**src/rtl/sqrt_seq_pkg.sv**
```systemverilog
// sqrt_seq_pkg: shared state encoding and sizing helper for the sequential square root.
package sqrt_seq_pkg;

    typedef enum logic [1:0] {
        IDLE = 2'd0,
        CALC = 2'd1,
        DONE = 2'd2
    } sqrtState;

    function automatic int cntWidth(input int w);
        return (w > 1) ? $clog2(w) : 1;
    endfunction

endpackage

```
**src/rtl/sqrt_step.sv**
```systemverilog
// sqrt_step: one restoring digit-by-digit square-root iteration, purely combinational.
module sqrt_step #(
    parameter int WIDTH = 8
) (
    input  logic [WIDTH+1:0] remIn,
    input  logic [WIDTH-1:0] rootIn,
    input  logic [1:0]       radBits,
    output logic [WIDTH+1:0] remNext,
    output logic [WIDTH-1:0] rootNext
);

    logic [WIDTH+2:0] trial;
    logic [WIDTH+2:0] test;
    logic [WIDTH+1:0] diff;
    logic             fits;

    // rem never exceeds 2*root, so its top bit is zero; it still forces a subtract if ever set
    always_comb begin
        trial    = {remIn[WIDTH:0], radBits};
        test     = {1'b0, rootIn, 2'b01};
        diff     = trial[WIDTH+1:0] - test[WIDTH+1:0];
        fits     = remIn[WIDTH+1] || (trial >= test);
        remNext  = fits ? diff : trial[WIDTH+1:0];
        rootNext = {rootIn[WIDTH-2:0], fits};
    end

endmodule

```
**src/rtl/sqrt_seq.sv**
```systemverilog
// sqrt_seq: sequential unsigned integer square root, one root bit per clock, valid/ready on both sides.
module sqrt_seq
    import sqrt_seq_pkg::*;
#(
    parameter int WIDTH = 8
) (
    input  logic               clk,
    input  logic               rst_n,
    input  logic               inValid,
    output logic               inReady,
    input  logic [2*WIDTH-1:0] radicand,
    output logic               outValid,
    input  logic               outReady,
    output logic [WIDTH-1:0]   root,
    output logic [WIDTH:0]     remainder
);

    localparam int CW = cntWidth(WIDTH);

    sqrtState           state, nextState;
    logic [2*WIDTH-1:0] radReg;
    logic [WIDTH+1:0]   remReg, remStep;
    logic [WIDTH-1:0]   rootReg, rootStep;
    logic [CW-1:0]      cnt;

    sqrt_step #(.WIDTH(WIDTH)) step (
        .remIn   (remReg),
        .rootIn  (rootReg),
        .radBits (radReg[2*WIDTH-1 -: 2]),
        .remNext (remStep),
        .rootNext(rootStep)
    );

    always_ff @(posedge clk or negedge rst_n) begin
        if (!rst_n) state <= IDLE;
        else        state <= nextState;
    end

    always_comb begin
        nextState = state;
        case (state)
            IDLE:    nextState = inValid ? CALC : IDLE;
            CALC:    nextState = (cnt == '0) ? DONE : CALC;
            DONE:    nextState = outReady ? IDLE : DONE;
            default: nextState = IDLE;
        endcase
    end

    always_comb begin
        inReady  = (state == IDLE);
        outValid = (state == DONE);
    end

    // result registers load only on the last iteration so they hold steady through DONE and IDLE
    always_ff @(posedge clk or negedge rst_n) begin
        if (!rst_n) begin
            radReg    <= '0;
            remReg    <= '0;
            rootReg   <= '0;
            cnt       <= '0;
            root      <= '0;
            remainder <= '0;
        end else if (state == IDLE && inValid) begin
            radReg  <= radicand;
            remReg  <= '0;
            rootReg <= '0;
            cnt     <= CW'(WIDTH - 1);
        end else if (state == CALC) begin
            radReg  <= radReg << 2;
            remReg  <= remStep;
            rootReg <= rootStep;
            if (cnt == '0) begin
                root      <= rootStep;
                remainder <= remStep[WIDTH:0];
            end else begin
                cnt <= cnt - 1'b1;
            end
        end
    end

endmodule

```
**config.mk**
```make
export PLATFORM = sky130hd
export DESIGN_NAME = sqrt_seq
export DESIGN_NICKNAME = d
export VERILOG_FILES = /design/src/rtl/sqrt_seq_pkg.sv /design/src/rtl/sqrt_step.sv /design/src/rtl/sqrt_seq.sv
export SDC_FILE = /design/constraint.sdc
export NUM_CORES = 1
export LEC_CHECK = 0
export CAP_MARGIN = 20
export CORE_ASPECT_RATIO = 0.9
export CORE_MARGIN = 4
export CORE_UTILIZATION = 25
export CTS_CLUSTER_SIZE = 8
export DETAILED_ROUTE_END_ITERATION = 8
export GPL_ROUTABILITY_DRIVEN = 0
export PLACE_DENSITY = 0.55
export SYNTH_ARGS = -nofsm -noshare
export SYNTH_HDL_FRONTEND = slang
export SYNTH_SLANG_ARGS = --single-unit
```
**constraint.sdc**
```tcl
create_clock -name clk -period 2.2 [get_ports clk]
set_clock_uncertainty 0.2 [all_clocks]
set_input_delay 0.33 -clock clk [delete_from_list [all_inputs] [get_ports clk]]
set_output_delay 0.33 -clock clk [all_outputs]
set_load 0.03 [all_outputs]
```
# Word level (Yosys, flattened, before mapping)
# Cells that the tools add are included.
dict set report op_classes {
  n_reduce_logical 7
  multipliers 0
  n_lt_le_gt_ge 1
  n_addsub 2
  mux 14
  div 0
  n_eq_ne 3
  shifts 0
  n_bitwise 1
}
# operator n
set ops {}
lappend ops {{2-to-1 mux 16 bit} 2}
lappend ops {{2-to-1 mux 10 bit} 3}
lappend ops {{2-to-1 mux 8 bit} 2}
lappend ops {{>= comparator 11 x 10 -> 1 bit} 1}
lappend ops {{subtractor 10 bit} 1}
lappend ops {{2-to-1 mux 3 bit} 3}
lappend ops {{one-hot mux 2 bit (3 select lines)} 1}
lappend ops {{2-to-1 mux 2 bit} 2}
lappend ops {{logical NOT 3 bit} 1}
lappend ops {{AND reduction 3 bit} 1}
lappend ops {{subtractor 3 x 1 -> 3 bit (second input constant)} 1}
lappend ops {{equality test 2 x 1 -> 1 bit (second input constant)} 1}
lappend ops {{equality test 2 bit (second input constant)} 1}
lappend ops {{logical NOT 2 bit} 1}
lappend ops {{inequality test 2 bit (second input constant)} 1}
lappend ops {{AND reduction 2 bit} 1}
lappend ops {{nonzero test 2 bit} 1}
lappend ops {{logical AND 1 bit} 1}
lappend ops {{logical OR 1 bit} 1}
lappend ops {{2-to-1 mux 1 bit} 1}
lappend ops {{inverter 1 bit} 1}
dict set report totals {
  wordCells 35
  mem_bits_ro 0
  reg_bits 56
  in_bits 20
  mem_count 0
  latch_bits 0
  ramBits 0
  out_inout_bits 19
}

# Logic depth before layout (Yosys ltp)
dict set report logic_depth {
  depth_word 5
  mapped_depth 10
  mapped_depth_nobuf 8
}

# Cells and area by module
# A second synthesis with hierarchy kept.
dict set report hier_totals {
  hier_cells 298
  area_unflattened_um2 2995.4
}
# module area_each_um2 instances cells_per_inst seq_area_each_um2
set by_module_without_submodules {}
lappend by_module_without_submodules {sqrt_seq 2354.8 1 213 1401.3}
lappend by_module_without_submodules {sqrt_step 640.6 1 85 0.0}

# Worst setup path before layout
# Ideal clock, no wire load.
dict set report synth_path {
  kind {register to register}
  start {register remReg[0]}
  end {register remainder[3]}
  arrival_ps 1930
  synth_period_minus_slack_ps 2262
  path_buffers 1
  t_required_ps 1868
  slack_ps -62
  path_stages_with_launch 9
  setup_ps 132
  path_cell_list {dfrtp_1 ha_1 o211ai_1 o21ai_2 o2111a_2 o22ai_4 buf_12 mux2i_1 o21ai_1}
}
dict set report synth_via {
  elab_chain_cells 3
  word_cells_on_any_way 4
  classes_between {add/sub (1); order compare (1); mux (1); reduce/logical (1)}
}
# item line
set synth_lines {}
lappend synth_lines {{start, declared} sqrt_seq.sv:22} ;# logic [WIDTH+1:0] remReg, remStep;
lappend synth_lines {{start signal, assigned} sqrt_seq.sv:70} ;# remReg <= remStep;
lappend synth_lines {{>= comparator 11 x 10 -> 1 bit} sqrt_step.sv:22} ;# fits = remIn[WIDTH+1] || (trial >= test);
lappend synth_lines {{logical OR 1 bit} sqrt_step.sv:22}
lappend synth_lines {{2-to-1 mux 10 bit *} sqrt_step.sv:23} ;# remNext = fits ? diff : trial[WIDTH+1:0];
lappend synth_lines {{end signal, assigned} sqrt_seq.sv:74} ;# remainder <= remStep[WIDTH:0];
lappend synth_lines {{end, declared} sqrt_seq.sv:15} ;# output logic [WIDTH:0] remainder
# Every way passes the cells marked *; elsewhere a longest branch is shown, timed or not.
# A chain may end at the register's enable or synchronous reset.

# Final worst setup path
dict set report layout_path {
  start {register remReg[4]}
  end {register remainder[6]}
}
# The elaborated chain is that of the path after synthesis.

==> metrics <==
Reg2Reg Setup Slack -0.08 ns; RSZ-0062 raised after global routing yes; port bufs 38; Final ANT Viol Nets 0; n_diodes 0; crit path capture remainder[6]$_DFFE_PN0P_; Die ar. 0.0128 mm2; Slew Limit Fails 0; Max clock buf depth 2; register area 0.00140 mm2; GRT Util Overall 0.106; I/O pin total 39; worst-path cell chain ha_1 > a21o_1 > o2111a_2 > o22ai_4 > buf_8 > mux2i_4 > o21ai_1; via count 2230; Rows 36; Mean Syn Cell Area 9.57 um2; Critical Path RT 2.16 ns; Post-Syn Area 0.00276 mm2; failing checks setup timing; Tmin final 2.28 ns; max incr delay on CP 0.39 ns; crit path max fanout 5; hpwl dp ~4.7 mm; vias in the first global route roughly 2300; CP Launch Type flip-flop; worst setup margin -0.0772 ns; CP Class reg -> reg; htree depth 2; TNS Setup -0.780 ns; WP buf/inv 1; drt total wl about 6.5 mm; Root Driver clkbuf_16; Layout area overhead 40.7%; initial DRC count between 70 and 80; nets@finish 390; f_max 439 MHz; CTS tree done; sequential share of the synthesized area 0.509; first-pass GRT wire length 11.2 mm; Starting Density 0.255; delay-heaviest family, CP compound AO/OA/AOI/OAI gates; final setup violation count 16; Tightest Pin Transition roughly 0.8 ns; number of remaining DRC errors 0; crit end category flip-flop; First-pass DRT Iterations 4; Die Y-Extent around 110 um; Chip Width 119 um; slowest stage cell, crit path dfrtp_1; cts bufs inserted 5; Min-Delay Path Class reg -> reg; Vias per Instance 4.53; grt total ovfl 0; status finished, violations left; Multi-input gate area about 0.0014 mm2; Synth Register Bits 56; fin util 0.359; worst slack at placement -0.117 ns; Hold Vio Cnt, Final 0; Post-synth ARST share 1.00; Worst R2R Start remReg[4]$_DFFE_PN0P_; syn_nets 320; clk slew on worst S/H paths ~0.080 ns; FF-to-FF End remainder[6]$_DFFE_PN0P_; slew margin rel. 0.452; Crit. Startpoint remReg[4]$_DFFE_PN0P_; # fillers between 1000 and 1500; Max-Cap Viols 0; CP arrival 2.24 ns; predominant post-synthesis flop cell dfrtp_1; EDFF count, synth 0; share of cells above drive strength 1 0.214; # clock sinks 56; critical path depth 7; initial antenna violation count 0; hold_ws 0.279 ns; Yosys cell types 39; Post-Syn Instances 288; Clock Latency Late Sink roughly 0.30 ns; WL per Instance 13.2 um; core area 0.0108 mm2; warnings from Yosys 0; fin crit share 1.04; Reg2Reg Depth 7; largest net degree at the start of global routing 57
-- layer usage --
layer	share of wire	global-route usage	vias to the layer above	wire (um)
met5	0	0	-	0
met1	0.48	0.142	1042	3100
met2	0.46	0.170	41	2990
met3	0.044	0.0268	11	285
met4	0.015	0.0323	0	98
li1	-	-	1136	-
-- layout make-up --
class                      count  share of cell area
sequential                    56               0.362
multi-input combinational    201               0.356
timing repair buffer          80               0.187
tap                          133              0.0429
clock buffer                   5              0.0323
inverter                      14              0.0136
clock inverter                 3             0.00710
-- cells in the final DEF, fill, tap and decap left out, types with 5 or more instances in the layout --
cell / synthesis / final
nor3_1: 5 / 5
clkbuf_16: 0 / 5
nand2_1: 52 / 52
mux2i_4: 0 / 5
buf_4: 0 / 36
o21ai_1: 14 / 14
a22oi_1: 12 / 12
nand3_1: 19 / 19
o21ai_0: 26 / 23
inv_1: 14 / 11
dfrtp_1: 56 / 56
clkdlybuf4s50_1: 0 / 36
ha_1: 12 / 8
nor2_1: 8 / 7
xnor2_1: 6 / 5
-- how the worst min path moves through the flow --
| stage | start | endpoint | cells past startpoint |
|---|---|---|---|
| after floorplan | rst_n | cnt[0]$_DFFE_PN0P_ | 0 |
| after global placement | rst_n | radReg[7]$_DFFE_PN0P_ | 2 |
| after detailed placement | rst_n | radReg[7]$_DFFE_PN0P_ | 2 |
| after CTS | radReg[11]$_DFFE_PN0P_ | radReg[11]$_DFFE_PN0P_ | 2 |
| after global routing | remainder[6]$_DFFE_PN0P_ | remainder[6]$_DFFE_PN0P_ | 2 |
| final | root[6]$_DFFE_PN0P_ | root[6]$_DFFE_PN0P_ | 2 |
-- kinds of logic after synthesis --
logic type	share of synthesized area
AND/OR/NAND/NOR	0.163
flip-flops	0.509
multiplexers	0.0345
XOR/XNOR	0.0286
AO/OA/AOI/OAI	0.162
buffers and inverters	0.0486
adder cells (fa/ha/maj)	0.0545
-- worst register-to-register path, stage by stage (launching register included) --
cell,delay (ns)
dfrtp_1,0.39
ha_1,0.36
a21o_1,0.19
o2111a_2,0.29
o22ai_4,0.17
buf_8,0.20
mux2i_4,0.28
o21ai_1,0.08
-- timing repair --
action,CTS,global route
endpoints found under the hold margin,56,0
buffers inserted,2,1
hold buffers,1,0
setup endpoints to repair,17,19
pin swaps,2,5
gates resized for setup,15,18
-- synth_stat cells, types with 3 or more instances --
cell,number,share of area
a21oi_1,3,0.0054
o21ai_1,14,0.025
xor2_1,3,0.0095
a31oi_1,3,0.0068
ha_1,12,0.054
nand3_1,19,0.035
nor2_1,8,0.011
nor3_1,5,0.0091
nand2_1,52,0.071
inv_1,14,0.019
mux2i_1,8,0.029
xnor2_1,6,0.019
clkbuf_1,14,0.019
a22oi_1,12,0.033
nand2b_1,4,0.0091
dfrtp_1,56,0.51
o21ai_0,26,0.047
-- stage by stage --
| stage | cell area, um2 | instances |
|---|---|---|
| 6_report | 3880 | 492 |
| 5_1_grt | 3880 | 492 |
| 4_1_cts | 3760 | 491 |
| 3_5_place_dp | 3540 | 480 |
| 3_3_place_gp | 3540 | 480 |
| 2_1_floorplan | 2780 | 288 |
-- flip-flops by register name, summed over array words and instances (netlist names) --
signal and count:
radReg 16, remReg 10, remainder 9, rootReg 8, root 8, cnt 3, state 2
Power is not shown: default switching activity piles up to over one toggle a cycle in this logic, so the estimate is an artifact.
